<file path="src/rtl/c17_fault_sequencer.sv">
// c17_fault_sequencer
// Stuck-at fault campaign controller for the c17 benchmark. It steps through
// every (site, stuck value) pair and sweeps all 32 input vectors against a
// golden and a fault-injected c17 copy. Each fault is dropped at its first
// detecting vector. The result of every fault and a running detection count
// are reported.
module c17_fault_sequencer #(
  parameter int NUM_SITES     = 11,
  parameter int SITE_W        = 4,
  parameter int SETTLE_CYCLES = 2
) (
  input  logic              clk,
  input  logic              rst_n,
  input  logic              start,
  input  logic              abort,
  output logic [4:0]        vec,
  output logic              fault_en,
  output logic [SITE_W-1:0] fault_site,
  output logic              fault_val,
  input  logic [1:0]        z_good,
  input  logic [1:0]        z_fault,
  output logic              busy,
  output logic              done,
  output logic              det_valid,
  output logic [SITE_W:0]   det_id,
  output logic              det_hit,
  output logic [4:0]        det_vec,
  output logic [SITE_W:0]   det_cnt
);

  typedef enum logic [2:0] {
    S_IDLE, S_APPLY, S_SETTLE, S_COMPARE, S_REPORT, S_DONE
  } state_t;

  localparam logic [3:0]        SETTLE_LOAD = 4'(SETTLE_CYCLES - 1);
  localparam logic [SITE_W-1:0] LAST_SITE   = SITE_W'(NUM_SITES - 1);

  state_t     state;
  state_t     state_nxt;
  logic [3:0] settle_cnt;
  logic       mismatch;
  logic       last_vec;
  logic       last_fault;

  assign mismatch   = (z_good != z_fault);
  assign last_vec   = (vec == 5'd31);
  assign last_fault = (fault_site == LAST_SITE) && fault_val;

  // State register.
  // NOTE: sequential logic uses non-blocking assignments so that every
  // register samples the values from before the edge.
  always_ff @(posedge clk) begin
    if (!rst_n) state <= S_IDLE;
    else        state <= state_nxt;
  end

  // Next-state logic. Abort wins over everything outside IDLE.
  // NOTE: the next state defaults to the current state so that every path
  // assigns it, and no latch is inferred.
  always_comb begin
    state_nxt = state;
    if (state == S_IDLE) begin
      if (start) state_nxt = S_APPLY;
    end else if (abort) begin
      state_nxt = S_IDLE;
    end else begin
      unique case (state)
        S_APPLY:   state_nxt = S_SETTLE;
        S_SETTLE:  if (settle_cnt == 4'd0) state_nxt = S_COMPARE;
        S_COMPARE: state_nxt = (mismatch || last_vec) ? S_REPORT : S_APPLY;
        S_REPORT:  state_nxt = last_fault ? S_DONE : S_APPLY;
        S_DONE:    state_nxt = S_IDLE;
        default:   state_nxt = S_IDLE;
      endcase
    end
  end

  // Moore outputs decoded from the state.
  always_comb begin
    fault_en  = 1'b0;
    busy      = 1'b0;
    det_valid = 1'b0;
    unique case (state)
      S_APPLY, S_SETTLE, S_COMPARE: begin
        fault_en = 1'b1;
        busy     = 1'b1;
      end
      S_REPORT: begin
        fault_en  = 1'b1;
        busy      = 1'b1;
        det_valid = 1'b1;
      end
      default: ;
    endcase
  end

  // Campaign datapath. This covers the vector/fault stepping, the settle
  // counter, the latched detection result and the count.
  always_ff @(posedge clk) begin
    if (!rst_n) begin
      vec        <= '0;
      fault_site <= '0;
      fault_val  <= 1'b0;
      settle_cnt <= '0;
      done       <= 1'b0;
      det_id     <= '0;
      det_hit    <= 1'b0;
      det_vec    <= '0;
      det_cnt    <= '0;
    end else if (state == S_IDLE) begin
      if (start) begin
        vec        <= '0;
        fault_site <= '0;
        fault_val  <= 1'b0;
        det_cnt    <= '0;
        done       <= 1'b0;
      end
    end else if (abort) begin
      done <= 1'b0;
    end else begin
      unique case (state)
        S_APPLY:  settle_cnt <= SETTLE_LOAD;
        S_SETTLE: if (settle_cnt != 4'd0) settle_cnt <= settle_cnt - 4'd1;
        S_COMPARE: begin
          if (mismatch) begin
            det_id  <= {fault_site, fault_val};
            det_hit <= 1'b1;
            det_vec <= vec;
            det_cnt <= det_cnt + (SITE_W+1)'(1);
          end else if (last_vec) begin
            det_id  <= {fault_site, fault_val};
            det_hit <= 1'b0;
            det_vec <= '0;
          end else begin
            vec <= vec + 5'd1;
          end
        end
        S_REPORT: begin
          vec <= '0;
          if (last_fault) begin
            done <= 1'b1;
          end else if (!fault_val) begin
            fault_val <= 1'b1;
          end else begin
            fault_val  <= 1'b0;
            fault_site <= fault_site + SITE_W'(1);
          end
        end
        default: ;
      endcase
    end
  end

endmodule

</file>
<file path="config.mk">
export PLATFORM = sky130hd
export DESIGN_NAME = c17_fault_sequencer
export DESIGN_NICKNAME = d
export VERILOG_FILES = /design/src/rtl/c17_fault_sequencer.sv
export SDC_FILE = /design/constraint.sdc
export NUM_CORES = 1
export LEC_CHECK = 0
export BUFFER_PORTS_ARGS = -buffer_cell sky130_fd_sc_hd__buf_4
export CORE_UTILIZATION = 57
export DETAILED_ROUTE_END_ITERATION = 6
export GPL_ROUTABILITY_DRIVEN = 0
export HOLD_SLACK_MARGIN = 0.08
export PLACE_DENSITY = 0.83
export SLEW_MARGIN = 20
export SYNTH_ARGS = -nofsm -noshare
export SYNTH_HDL_FRONTEND = slang
export SYNTH_SLANG_ARGS = --single-unit
</file>
<file path="constraint.sdc">
create_clock -name clk -period 3.5 [get_ports clk]
set_clock_uncertainty 0.05 [all_clocks]
set_input_delay 0.7 -clock clk [delete_from_list [all_inputs] [get_ports clk]]
set_output_delay 0.7 -clock clk [all_outputs]
set_load 0.01 [all_outputs]
</file>
==> parameters.txt <==
Parameter                              Value

Global route
  Antenna violations before repair    0
  Pin count of the biggest net entering global routing    32
  Vias in the first global route    1,445
  Wire length of the first global-routing pass    6.57 mm
  Global Route Usage Sum    26.4%
  Final global-route overflow total    0

Synthesis
  Top_reg_cell synth    dfxtp_1
  Avg Inst Size Synth    8.66 um^2
  Syn Inst Count    197
  Leading cell types by total area after synthesis    dfxtp_1 (40%), nand2_1 (5.3%), ha_1 (4.4%)
  FF+latch count, synth    34
  Most instantiated library cell after synthesis    dfxtp_1
  Synthesized Nets    211
  Area share of the largest cell type after synthesis    39.9%
  Number of distinct library cells after synthesis    49
  EDFF count, synth    0
  Largest area contributor in the synthesized netlist    dfxtp_1
  Fraction of the yosys area taken by sequential cells    39.9%
  Synthesized cell area    1710 um^2
  Most frequent cells after synthesis    dfxtp_1 (34), nand2_1 (24), nand3_1 (12)
  Number of warnings printed during yosys synthesis    0
  Share of async-settable or async-resettable flops after synthesis    0%

Timing
  Timing-limited maximum frequency    435 MHz
  Tightest hold margin    0.414 ns
  Final min period    2.30 ns
  Unrepaired setup endpoints after global routing    no
  Total Negative Setup Slacks    0 ns
  Crit share post-route    65.6%
  Slew Limit Fails    0
  Max transition margin    53.3%
  Setup violators final    0
  Post-route worst setup slack    1.20 ns
  Slew at the pin with the worst max-slew slack    0.698 ns
  Count of endpoints failing hold in the final timing report    0

Setup path
  Worst setup SP type    flip-flop
  Crit path max-delay family    flip-flops
  Crit Reg-Reg Endpoint    det_id[1]$_SDFFE_PN0P_
  Crit. Startpoint    state[0]$_SDFFE_PN0P_
  Cell depth of the worst flop-to-flop path    4
  Worst Path Required    2.75 ns
  Number of buffers and inverters on the critical path    1
  Startpoint-to-endpoint class of the critical path    reg2out
  Worst stage delay on the critical path    0.73 ns
  Slack of the worst reg-to-reg path    1.46 ns
  Worst-path cell with the longest stage delay    dfxtp_1
  Ordered list of cells on the worst path    nor2_8, xnor2_1, buf_4
  Maximum fanout encountered on the critical timing path    16
  Reg2reg start    state[0]$_SDFFE_PN0P_
  Worst endpoint data arrival time    1.55 ns
  Critical Path Sink Type    output port

Place
  Minimum setup slack after placement    1.38 ns
  Final HPWL DP    2.84 mm
  Count of buffers from port buffering    37

Clock network
  Inserted Clock Buffers    5
  Total of hold buffers inserted after clock tree synthesis    0
  Post-CTS Setup Repair Bufs    0
  Clock root buffer master    clkbuf_4
  Clock tree from TritonCTS    built
  Post-CTS resize count    0
  Clock slew at reported path FFs    0.11 ns
  Max H-tree Level    2
  Max Buffers Root-to-Sink    2
  Count of clock tree sinks    34
  Clk_lat worst skew    0.34 ns

Routing
  Routed wire per std cell    14.6 um
  Wirelength, routed    3.85 mm
  Number of vias after detailed routing    1,603
  Count of antenna-violating nets left after detailed routing    0
  Drt pass-1 iters    6
  Number of DRC violations after detailed routing    4
  Via density    6.07
  First-iteration detailed-routing DRC count    77

Power and ir drop
  Ratio of total power to cell area    382 nW/um^2
  VDD IR-drop max    309 uV
  Leakage    0.000844 uW

Floorplan
  Placeable Area    2810 um^2
  Initial core utilization    60.8%
  Die area    3210 um^2
  Total number of placement rows    19
  Horizontal die dimension    56.7 um
  Height of the die    56.7 um
  IO Pins    38

Min path
  Min-delay src    det_id[4]$_SDFFE_PN0P_
  Min-Delay Path Depth    2
  Worst Hold Path EP    det_id[4]$_SDFFE_PN0P_
  Path type of the worst min-delay path    reg2reg

Cells and area
  Final nets    246
  Share of cells above drive strength 1    23.6%
  Utilization of the core after routing    73.0%
  Fillers    222
  # diodes    0
  Layout area overhead    20.1%

Status
  Run status    finished with violations
  Failing checks    design-rule violations

Run
  Count of max-cap constraint violations    0
-- per-stage QoR --
| stage | cell area, um^2 | power [uW] | instances |
|---|---|---|---|
| 3_5_place_dp | 1970 | 507 | 256 |
| 4_1_cts | 2050 | 788 | 264 |
| 2_1_floorplan | 1710 | 481 | 197 |
| 5_1_grt | 2050 | 821 | 264 |
| 3_3_place_gp | 1970 | 503 | 256 |
| 6_report | 2050 | 783 | 264 |
-- worst reg2reg max path, cell delays in order (launching register included) --
cell	delay (ns)
dfxtp_1	0.73
nand4bb_1	0.27
a31oi_2	0.63
nand3_1	0.18
o21ai_1	0.11
-- registers in the layout, summed over array words and instances (netlist names) --
signal	cells
det_cnt	5
det_hit	1
det_id	5
det_vec	5
done	1
fault_site	4
fault_val	1
settle_cnt	4
state	3
vec	5
-- worst max path at each step --
stage,end,slack [ns],cells past startpoint
floorplan,fault_site[1]$_SDFFE_PN0P_,1.78,4
detailed placement,det_id[1]$_SDFFE_PN0P_,1.38,5
CTS,busy,1.19,3
global placement,det_id[0]$_SDFFE_PN0P_,1.47,4
finish,busy,1.20,3
global route,busy,1.09,3
-- layer usage --
layer  wire length (um)  track usage [%]  part of all wire [%]  up-vias
li1                   -                -                     -      786
met1               1720             34.6                    45      758
met2               1840             42.5                    48       52
met3                239             5.53                   6.2        7
met4                 51             9.64                   1.3        0
met5                  0                0                     0        -
-- logic make-up (layout without fill, tap and decap cells) --
family | count (synthesis) | in the layout | synth area share [%]
AOI/OAI and AO/OA | 50 | 50 | 19.3
muxes | 2 | 2 | 1.17
xor gates and xnor gates | 10 | 10 | 5.14
DFF | 34 | 34 | 39.9
buffers and inverters | 17 | 53 | 4.77
adders and majority gates | 6 | 6 | 4.40
and+or+nand+nor | 78 | 78 | 25.3
-- where the power goes --
part           internal (uW)  total [uW]  switching [uW]
combinational           38.8        95.4            56.6
clock                    148         284             136
sequential               392         403            11.9
-- area by class of cell --
| cell class | count | area (um^2) | area share (%) |
|---|---|---|---|
| Clock buffer | 5 | 37.5 | 1.83 |
| Clock inverter | 3 | 40.0 | 1.95 |
| Inverter | 8 | 30.0 | 1.47 |
| Multi-Input combinational cell | 146 | 943 | 46.1 |
| Sequential cell | 34 | 681 | 33.2 |
| Tap cell | 31 | 38.8 | 1.89 |
| Timing Repair Buffer | 37 | 278 | 13.6 |
-- placed cells by master (no fill, tap or decap), types with 6 or more instances in the layout --
cell | synthesis | routed
nand2_1 | 24 | 24
ha_1 | 6 | 6
a21oi_1 | 11 | 11
nor2_1 | 10 | 10
o22ai_1 | 9 | 9
nand3_1 | 12 | 12
dfxtp_1 | 34 | 34
inv_1 | 8 | 8
buf_4 | 4 | 37
(Power assumes the default switching activity.)
